File: src/rtl/sb_pkg.sv
// Shared types and sizing for the store buffer: entry layout and default geometry.
package sb_pkg;

    localparam int SB_DEPTH = 4;
    localparam int SB_PW    = $clog2(SB_DEPTH);
    localparam int SB_AW    = 32;
    localparam int SB_DW    = 32;

    // Word-granular entry; the byte offset is dropped at capture time.
    typedef struct packed {
        logic [SB_AW-1:2] addr;
        logic [SB_DW-1:0] data;
    } sb_entry_t;

    function automatic logic [SB_AW-1:0] sb_byte_addr(input logic [SB_AW-1:2] word);
        return {word, 2'b00};
    endfunction

endpackage

File: src/rtl/store_buffer_if.sv
// Processor store/load-check side and memory drain side of the store buffer.
interface store_buffer_if #(
    parameter int AW = 32,
    parameter int DW = 32
);
    logic          memwrite;
    logic [AW-1:0] dataadr;
    logic [DW-1:0] writedata;
    logic          stall;

    logic [AW-1:0] ld_addr;
    logic          ld_hit;
    logic [DW-1:0] ld_data;

    logic          mem_valid;
    logic [AW-1:0] mem_addr;
    logic [DW-1:0] mem_data;
    logic          mem_ready;

    // master = processor plus memory environment, slave = the buffer itself
    modport master (
        output memwrite, dataadr, writedata, ld_addr, mem_ready,
        input  stall, ld_hit, ld_data, mem_valid, mem_addr, mem_data
    );

    modport slave (
        input  memwrite, dataadr, writedata, ld_addr, mem_ready,
        output stall, ld_hit, ld_data, mem_valid, mem_addr, mem_data
    );

endinterface

File: src/rtl/sb_fwd_match.sv
// Youngest-match selector: scans occupied entries oldest to youngest from rd_ptr
// so the last hit in the scan is the most recently pushed matching store.
module sb_fwd_match
    import sb_pkg::*;
#(
    parameter int DEPTH = SB_DEPTH,
    parameter int AW    = SB_AW,
    parameter int DW    = SB_DW
) (
    input  sb_entry_t                    entries [DEPTH],
    input  logic [DEPTH-1:0]             valid,
    input  logic [$clog2(DEPTH)-1:0]     rd_ptr,
    input  logic [AW-1:0]                ld_addr,
    output logic                         ld_hit,
    output logic [DW-1:0]                ld_data
);

    localparam int PW = $clog2(DEPTH);

    logic [PW-1:0] idx;
    logic [1:0]    unused_lsb;

    assign unused_lsb = ld_addr[1:0];

    always_comb begin
        ld_hit  = 1'b0;
        ld_data = '0;
        idx     = '0;
        for (int k = 0; k < DEPTH; k++) begin
            idx = rd_ptr + PW'(k);
            if (valid[idx] && (entries[idx].addr == ld_addr[AW-1:2])) begin
                ld_hit  = 1'b1;
                ld_data = entries[idx].data;
            end
        end
    end

endmodule

File: src/rtl/store_buffer.sv
// In-order store FIFO between the processor store port and data memory, with
// stall on full and youngest-entry load forwarding.
module store_buffer
    import sb_pkg::*;
#(
    parameter int DEPTH = SB_DEPTH,
    parameter int AW    = SB_AW,
    parameter int DW    = SB_DW
) (
    input  logic                     clk,
    input  logic                     reset,
    store_buffer_if.slave            bus,
    output logic [$clog2(DEPTH):0]   count,
    output logic                     empty,
    output logic                     full
);

    localparam int PW = (DEPTH == SB_DEPTH) ? SB_PW : $clog2(DEPTH);
    localparam int CW = PW + 1;

    sb_entry_t        entries [DEPTH];
    logic [DEPTH-1:0] valid;
    logic [PW-1:0]    wr_ptr;
    logic [PW-1:0]    rd_ptr;
    logic [CW-1:0]    occ;
    logic             push;
    logic             pop;
    logic [1:0]       unused_lsb;

    assign unused_lsb = bus.dataadr[1:0];

    assign count = occ;
    assign empty = (occ == '0);
    assign full  = (occ == CW'(DEPTH));

    // A pop does not free a slot for a same-cycle push; full always stalls.
    assign push      = bus.memwrite & ~full;
    assign bus.stall = bus.memwrite & full;

    assign bus.mem_valid = ~empty;
    assign pop           = bus.mem_valid & bus.mem_ready;
    assign bus.mem_addr  = sb_byte_addr(entries[rd_ptr].addr);
    assign bus.mem_data  = entries[rd_ptr].data;

    // Payload storage needs no reset; occupancy is tracked by valid/occ.
    always_ff @(posedge clk) begin
        if (push) begin
            entries[wr_ptr] <= '{addr: bus.dataadr[AW-1:2], data: bus.writedata};
        end
    end

    always_ff @(posedge clk or negedge reset) begin
        if (!reset) begin
            wr_ptr <= '0;
            rd_ptr <= '0;
            occ    <= '0;
            valid  <= '0;
        end else begin
            if (push) begin
                valid[wr_ptr] <= 1'b1;
                wr_ptr        <= wr_ptr + 1'b1;
            end
            if (pop) begin
                valid[rd_ptr] <= 1'b0;
                rd_ptr        <= rd_ptr + 1'b1;
            end
            case ({push, pop})
                2'b10:   occ <= occ + 1'b1;
                2'b01:   occ <= occ - 1'b1;
                default: occ <= occ;
            endcase
        end
    end

    sb_fwd_match #(
        .DEPTH (DEPTH),
        .AW    (AW),
        .DW    (DW)
    ) u_fwd (
        .entries (entries),
        .valid   (valid),
        .rd_ptr  (rd_ptr),
        .ld_addr (bus.ld_addr),
        .ld_hit  (bus.ld_hit),
        .ld_data (bus.ld_data)
    );

endmodule

File: src/flat_wrapper.sv
// flat-port wrapper written by rule: the top's interface ports become plain ports
module store_buffer_flat import sb_pkg::*;
#(
    parameter int DEPTH = SB_DEPTH,
    parameter int AW    = SB_AW,
    parameter int DW    = SB_DW
)
  (clk, reset, count, empty, full, bus_memwrite, bus_dataadr, bus_writedata, bus_ld_addr, bus_mem_ready, bus_stall, bus_ld_hit, bus_ld_data, bus_mem_valid, bus_mem_addr, bus_mem_data);
  store_buffer_if #(.AW(AW), .DW(DW)) bus_i ();
  input  logic clk;
  input  logic reset;
  output logic [$clog2(DEPTH):0] count;
  output logic empty;
  output logic full;
  input wire logic [$bits(bus_i.memwrite)-1:0] bus_memwrite;
  input wire logic [$bits(bus_i.dataadr)-1:0] bus_dataadr;
  input wire logic [$bits(bus_i.writedata)-1:0] bus_writedata;
  input wire logic [$bits(bus_i.ld_addr)-1:0] bus_ld_addr;
  input wire logic [$bits(bus_i.mem_ready)-1:0] bus_mem_ready;
  output wire logic [$bits(bus_i.stall)-1:0] bus_stall;
  output wire logic [$bits(bus_i.ld_hit)-1:0] bus_ld_hit;
  output wire logic [$bits(bus_i.ld_data)-1:0] bus_ld_data;
  output wire logic [$bits(bus_i.mem_valid)-1:0] bus_mem_valid;
  output wire logic [$bits(bus_i.mem_addr)-1:0] bus_mem_addr;
  output wire logic [$bits(bus_i.mem_data)-1:0] bus_mem_data;
  assign bus_i.memwrite = bus_memwrite;
  assign bus_i.dataadr = bus_dataadr;
  assign bus_i.writedata = bus_writedata;
  assign bus_i.ld_addr = bus_ld_addr;
  assign bus_i.mem_ready = bus_mem_ready;
  assign bus_stall = bus_i.stall;
  assign bus_ld_hit = bus_i.ld_hit;
  assign bus_ld_data = bus_i.ld_data;
  assign bus_mem_valid = bus_i.mem_valid;
  assign bus_mem_addr = bus_i.mem_addr;
  assign bus_mem_data = bus_i.mem_data;
  store_buffer #(.DEPTH(DEPTH), .AW(AW), .DW(DW)) u_core (.clk(clk), .reset(reset), .bus(bus_i), .count(count), .empty(empty), .full(full));
endmodule
File: config.mk
export PLATFORM = sky130hd
export DESIGN_NAME = store_buffer_flat
export DESIGN_NICKNAME = d
export VERILOG_FILES = /design/src/rtl/sb_pkg.sv /design/src/rtl/store_buffer_if.sv /design/src/rtl/sb_fwd_match.sv /design/src/rtl/store_buffer.sv /design/src/flat_wrapper.sv
export SDC_FILE = /design/constraint.sdc
export NUM_CORES = 1
export LEC_CHECK = 0
export BUFFER_PORTS_ARGS = -buffer_cell sky130_fd_sc_hd__buf_2
export CORE_MARGIN = 4
export CORE_UTILIZATION = 60
export CTS_CLUSTER_SIZE = 40
export DETAILED_ROUTE_END_ITERATION = 7
export GPL_TIMING_DRIVEN = 1
export PLACE_DENSITY_LB_ADDON = 0.08
export SLEW_MARGIN = 5
export SYNTH_ARGS = -nofsm -noshare
export SYNTH_HDL_FRONTEND = slang
export SYNTH_SLANG_ARGS = --single-unit
File: constraint.sdc
create_clock -name clk -period 6.99 [get_ports clk]
set_input_delay 0.3495 -clock clk [delete_from_list [all_inputs] [get_ports clk]]
set_output_delay 0.3495 -clock clk [all_outputs]
set_load 0.005 [all_outputs]
; Word level (Yosys, flattened, before mapping)
; Index checks and enable logic that the tools add are counted.
[op_classes]
order_cmp = 13
n_mul = 0
n_eq_ne = 7
n_bitwise = 13
addsub = 6
reduce_logical = 9
shifts = 0
div = 0
n_mux = 38
[ops]
columns = cell, n
row1 = 62-bit 2-to-1 mux, 9
row2 = 62-bit binary-select mux with 2-bit select, 4
row3 = 248-bit bitwise mux, 1
row4 = 32-bit 2-to-1 mux, 4
row5 = 62-bit demux with 2-bit select, 1
row6 = 30-bit equality test, 4
row7 = 3-bit greater-or-equal comparator (second input constant), 5
row8 = 2-bit by 3-bit < comparator with 1-bit output (second input constant), 5
row9 = 2-bit inverter with 3-bit output, 5
row10 = 1-bit 2-to-1 mux, 10
row11 = 1-bit binary-select mux with 2-bit select, 4
row12 = 4-bit 2-to-1 mux, 2
row13 = 1-bit logical AND, 7
row14 = 3-bit one-hot mux with 2 select lines, 1
row15 = 2-bit by 1-bit adder with 2-bit output (second input constant), 2
row16 = 2-bit adder (second input constant), 2
row17 = 4-bit bitwise AND, 1
row18 = 1-bit demux with 2-bit select, 2
row19 = 2-bit by 1-bit greater-or-equal comparator with 1-bit output (second input constant), 2
row20 = 4-bit inverter, 1
row21 = 4-bit OR, 1
row22 = 3-bit by 1-bit adder with 3-bit output (second input constant), 1
row23 = 1-bit bitwise AND, 3
row24 = 3-bit equality test (second input constant), 1
row25 = 7 further kinds, 8
[word_totals]
ff_bits = 259
input_bits = 100
memories = 0
mem_bits_ro = 0
latch_bits = 0
mem_bits_rw = 0

; Depth between registers and ports, before layout
[logic_depth]
depth_word = 10
mapped_depth = 22

; By module
; Synthesis repeated with hierarchy kept, for this count alone.
[hier_totals]
hier_cells = 1327
hier_area_um2 = 17904.7
[by_module_without_submodules]
columns = module, area_each_um2, instances, cells_per_inst
row1 = store_buffer, 9575.4, 1, 380
row2 = sb_fwd_match, 8329.2, 1, 947

; Worst setup path after synthesis
; OpenSTA, ideal clock, no wires.
[synth_path]
kind = register to output
startpoint = register u_core.rd_ptr[0]
endpoint = output bus_ld_data[23]
n_path_buf = 10
setup_slack_ps = 1845
stages_incl_launch_ff = 22
required_time_ps = 6641
arrival_ps = 4795
cell_sequence = dfrtp_1 -> buf_6 -> buf_2 -> inv_1 -> clkbuf_1 -> clkbuf_1 -> clkbuf_1 -> ha_1 -> buf_4 -> buf_2 -> buf_2 -> mux2i_1 -> a2bb2oi_1 -> nor2_1 -> a2111oi_0 -> nand4_1 -> and4b_1 -> buf_4 -> buf_4 -> mux2i_1 -> o221ai_2 -> o21a_1
[synth_between]
word_cells_on_any_way = 39
classes_between = add/sub (3) / eq/ne (4) / mux (24) / bitwise (4) / reduce/logical (4)
[synth_lines]
columns = item, line
row1 = from (decl), store_buffer.sv:24  ; logic [PW-1:0] rd_ptr;
row2 = from (signal assigned), store_buffer.sv:65  ; rd_ptr <= rd_ptr + 1'b1;
row3 = 2-bit adder *, sb_fwd_match.sv:30  ; idx = rd_ptr + PW'(k);
row4 = named net u_core.u_fwd.idx[0], sb_fwd_match.sv:20  ; logic [PW-1:0] idx;
row5 = 2-bit inverter with 3-bit output (not written as such), "sb_fwd_match.sv:31, sb_fwd_match.sv:33"
row6 = 62-bit binary-select mux with 2-bit select, "sb_fwd_match.sv:31, sb_fwd_match.sv:33"
row7 = 62-bit 2-to-1 mux (not written as such) (2 in a row), sb_fwd_match.sv:33  ; ld_data = entries[idx].data;
row8 = 30-bit equality test, sb_fwd_match.sv:31  ; if (valid[idx] && (entries[idx].addr == ld_addr[AW-1:2])) begin
row9 = 1-bit logical AND, sb_fwd_match.sv:31
row10 = 32-bit 2-to-1 mux *, sb_fwd_match.sv:31
row11 = to (decl), flat_wrapper.sv:22  ; output wire logic [$bits(bus_i.ld_data)-1:0] bus_ld_data;
; Mark *: on every way through the listed nets, which the timed path passes. The rest lies on a longest branch. The select of a mux whose other input is x is not followed.

; Worst setup path after layout
[layout_path]
startpoint = register u_core.rd_ptr[1]
endpoint = output bus_ld_data[27]
[layout_between]
elab_chain_len = 10
word_cells_on_any_way = 39
classes_between = add/sub (3) / eq/ne (4) / mux (24) / bitwise (4) / reduce/logical (4)
[layout_lines]
columns = item, line
row1 = 2-bit by 1-bit adder with 2-bit output or 2-bit inverter with 3-bit output (tied branches), "sb_fwd_match.sv:30, sb_fwd_match.sv:31, sb_fwd_match.sv:33"
row2 = 2-bit inverter with 3-bit output (not written as such) or 62-bit binary-select mux with 2-bit select (tied branches), "sb_fwd_match.sv:31, sb_fwd_match.sv:33"
row3 = 62-bit binary-select mux with 2-bit select or 62-bit 2-to-1 mux (tied branches), "sb_fwd_match.sv:31, sb_fwd_match.sv:33"
row4 = 62-bit 2-to-1 mux (on tied branches), "sb_fwd_match.sv:33, sb_fwd_match.sv:31"
row5 = 62-bit 2-to-1 mux (not written as such) or 30-bit equality test (tied branches), "sb_fwd_match.sv:33, sb_fwd_match.sv:31"
row6 = 30-bit equality test or 1-bit logical AND (tied branches), sb_fwd_match.sv:31
row7 = 1-bit logical AND or 32-bit 2-to-1 mux (tied branches), sb_fwd_match.sv:31
row8 = 32-bit 2-to-1 mux (2 in a row), sb_fwd_match.sv:31
row9 = 32-bit 2-to-1 mux *, sb_fwd_match.sv:31
; Mark *: on every way between the ends. The rest lies on a longest branch, timed or not. The select of a mux whose other input is x is not followed.

==> impl.org <==
** Power
- IR Drop Worst-Case VDD :: 0.000442 V
- Power density over the cells :: 445 mW/mm^2
- Static leakage :: 0.00707 uW

** Global routing
- Global routing finished with a remaining overflow of 0.
- Number of global-route vias before repair :: 11,500
- Maximum number of pins on one net before global-route repair :: 97
- The first global-routing pass estimated 67,500 um of wire.
- For this run, the total global-route usage over all layers was measured as 0.275.
- Number of antenna violations at the first check in global routing :: 2

** Synthesis
- In this run the cell area of the synthesized design comes to 0.0175 mm^2.
- Yosys printed 0 warnings.
- Portion of the post-synthesis area used by sequential elements :: 0.441
- Number of flip-flops and latches in the synthesized netlist :: 259
- Number of synthesized flops with an enable pin :: 248
- After synthesis, the most frequently instantiated cells are edfxtp_1 (248), mux4_2 (205), mux2i_1 (123).
- The biggest area contributor in the post-synthesis netlist is edfxtp_1.
- Cell types occupying the most area after synthesis :: edfxtp_1 (43%), mux4_2 (26%), mux2i_1 (7.0%)
- Of the post-synthesis cell area, the dominant cell type holds 0.426.
- Distinct cell type count of the synthesized netlist :: 58
- Yosys instantiated no cell more often than edfxtp_1.
- Each instance of the synthesized netlist takes up on average 15.5 um^2.
- In the synthesized netlist the dominant register cell turns out to be edfxtp_1.
- Counting every instance in the synthesized netlist gives 1,132.
- Share of synthesized flip-flops with an asynchronous set or reset :: 0.0425

** Timing
- Headroom to the max-slew limit came out at 0.376.
- Dividing the final minimum period by the clock period gives 0.924.
- Number of slew-limit violations in the final report :: 0
- Final critical-path required period :: 6.46 ns
- The number of endpoints with negative hold slack in the final report was 0.
- Final Setup Violations :: 0
- For this run, the top clock speed supported by timing is 0.155 GHz.
- Skew final :: 0.0200 ns
- After routing, the total negative slack on setup checks comes to 0 ns.
- Post-layout worst setup margin :: 0.534 ns
- Least-Margin Pin Slew :: 0.935 ns
- Unrepaired setup endpoints after global routing :: no

** Status
- Status :: finished, final reports clean

** Cells and area
- Total area of sequential cells :: 0.00773 mm^2
- Summing all multi-input logic gate instances after layout gives 0.00901 mm^2.
- Fill cell instance count of the final layout :: 2,022
- Nets :: 1,432
- In the final layout, the share of cells above drive strength 1 is 0.382.
- The area growth from synthesis to layout is 14.1%.

** Detailed routing
- Initial detailed-routing violation count :: 1,040
- After detailed routing, the number of remaining DRC violations is 0.
- Vias per Instance :: 6.74
- Total vias in the final route :: 11,600
- Iteration count of the initial detailed-routing pass :: 6
- Final antenna-violating net count :: 0
- Routed wire length :: 43,700 um
- Routed WL per cell :: 25.3 um

** Clock network
- In this run, post-CTS hold repair placed 46 buffers.
- Once the clock tree was built, the resizer swapped 0 gates to a different size.
- The clock reaches the later pin of the worst-skew pair after 0.56 ns.
- Clock transition time at the flip-flop clock pins of the worst setup and hold paths :: 0.06 ns
- Post-CTS timing repair inserted 0 buffers for setup.
- Clock tree root buffer cell :: clkbuf_16
- Number of buffers created by CTS :: 28
- TritonCTS clock tree :: done
- The clock passes through at most 3 buffers.
- Clock tree synthesis found a total of 259 sinks.
- Clock H-tree levels :: 1

** Critical path
- Bufs and invs on worst path :: 3
- CP max-delay cell :: ha_4
- Traced cell by cell, the critical path runs through inv_1 -> ha_4 -> mux4_2 -> xnor2_1 -> nand4_1 -> a2111oi_0 -> nand4_1 -> and4b_2 -> buf_4 -> mux2i_1 -> o221ai_2 -> o21a_1 -> buf_2.
- Critical path startpoint category :: flop
- Critical path class :: flop to output pin
- Along the worst path, the maximum fanout reaches 52.
- Critical Path RT :: 6.64 ns
- In this design, the stage delay of the slowest critical-path cell is 0.93 ns.
- Library cell appearing most often on the critical path :: nand4_1
- The cell family contributing the most delay on the critical path is adder cells.
- Crit path capture type :: output pin
- For the worst setup path, the data arrival time is 6.11 ns.

** Floorplanning
- The die is 179 um tall.
- Die Area :: 0.0320 mm^2
- The region available for standard cell placement spans 0.0287 mm^2.
- Ports :: 204
- Number of placement rows :: 62
- For this configuration, the core starts out at a cell density of 0.610.
- Die X-Extent :: 179 um

** Flow run
- Across the run, the number of max-cap violations was 0.

** Placement
- Placement-stage worst setup slack :: 1.13 ns
- Buffers placed on the I/O ports in this run total 197.
- Routability-driven placement finished with a final weighted congestion of 0.984.
- Once detailed placement completed, the half-perimeter wirelength came to 29,500 um.

** Worst hold path
- Hold crit path type :: input port to flop
per-layer routing:
layer / global-route usage / routed length [um] / up-vias
met5: 0 / 13 / -
met4: 0.0652 / 990 / 2
met3: 0.0555 / 3720 / 66
met2: 0.425 / 20900 / 470
met1: 0.409 / 18200 / 6033
li1: - / - / 5062
where the power goes:
| group | internal, uW | switching, uW | total [uW] |
|---|---|---|---|
| clock | 840 | 592 | 1430 |
| combinational | 2530 | 2540 | 5070 |
| sequential | 2070 | 309 | 2380 |
| total | 5450 | 3440 | 8890 |
path summary, 6_finish.rpt:
path,endpoint,slack (ns),depth (start not counted),start
setup / recovery,bus_ld_data[27],0.53,13,u_core.rd_ptr[1]
hold / removal,u_core.entries[172],0.02,1,bus_dataadr[18]
setup reg to reg,u_core.rd_ptr[1],4.61,4,u_core.rd_ptr[1]
hold reg to reg,u_core.count[2],0.52,1,u_core.count[2]
max in group asynchronous,u_core.rd_ptr[0],6.52,2,reset
min in group asynchronous,u_core.count[1],0.21,2,reset
logic make-up (layout without fill, tap and decap cells):
kind of cell | count (synthesis) | count (layout) | share of synthesized area
other | 1 | 3 | 0.000214
buffers and inverters | 161 | 370 | 0.0471
xor gates and xnor gates | 109 | 109 | 0.0546
and+or+nand+nor | 92 | 92 | 0.0283
adders and majority gates | 10 | 10 | 0.00758
muxes | 335 | 335 | 0.340
AOI/OAI and AO/OA | 165 | 165 | 0.0804
DFF | 259 | 259 | 0.441
area by class of cell:
type	count	share of cell area
antenna	1	0.000125
clock buffer	35	0.0379
clock inverter	15	0.00765
inverter	56	0.0105
multi-input combinational	713	0.451
sequential	259	0.387
tap	384	0.0241
timing repair buffer	264	0.0810
through the flow:
| stage | hold slack (ns) | area, um^2 | instances | util | power, uW |
|---|---|---|---|---|---|
| 2_1_floorplan | 0.0539 | 17500 | 1133 | - | 6270 |
| 3_3_place_gp | 0.251 | 18600 | 1630 | 0.647 | 7400 |
| 3_5_place_dp | 0.253 | 18600 | 1630 | 0.647 | 7450 |
| 4_1_cts | 0.000234 | 20000 | 1726 | 0.695 | 8930 |
| 5_1_grt | 0.00411 | 20000 | 1727 | 0.695 | 9430 |
| 6_report | 0.0218 | 20000 | 1727 | 0.695 | 8890 |
worst register-to-register path: stages, from the launching register on:
cell     delay (ns)
dfrtp_4        0.88
inv_1          0.27
ha_4           0.93
nand2_1        0.09
o21ai_0        0.11
placed cells by master (no fill, tap or decap), types with 5 or more instances in the layout:
| cell type | n |
|---|---|
| mux4_2 | 205 |
| buf_4 | 20 |
| a211oi_1 | 5 |
| edfxtp_1 | 248 |
| o221ai_2 | 30 |
| xor2_1 | 37 |
| a31oi_1 | 5 |
| nor4_1 | 7 |
| clkbuf_16 | 28 |
| nand3_1 | 6 |
| buf_2 | 197 |
| a21oi_1 | 17 |
| mux2i_1 | 123 |
| nor2_1 | 22 |
| a2111oi_0 | 8 |
| clkinv_1 | 5 |
| a2bb2oi_1 | 9 |
| o21a_1 | 30 |
| o21ai_0 | 21 |
| nand4_1 | 16 |
| mux2_2 | 5 |
| xnor2_1 | 72 |
| o22ai_1 | 13 |
| inv_1 | 56 |
| dlygate4sd3_1 | 46 |
| nand2_1 | 15 |
| ha_1 | 8 |
| dfrtp_1 | 9 |
sequential cells by signal (all words and copies together), names as in the netlist:
signal	flops
u_core.count	3
u_core.wr_ptr	2
u_core.rd_ptr	2
u_core.valid	4
u_core.entries	248
Power figures use the tool's default switching activity.
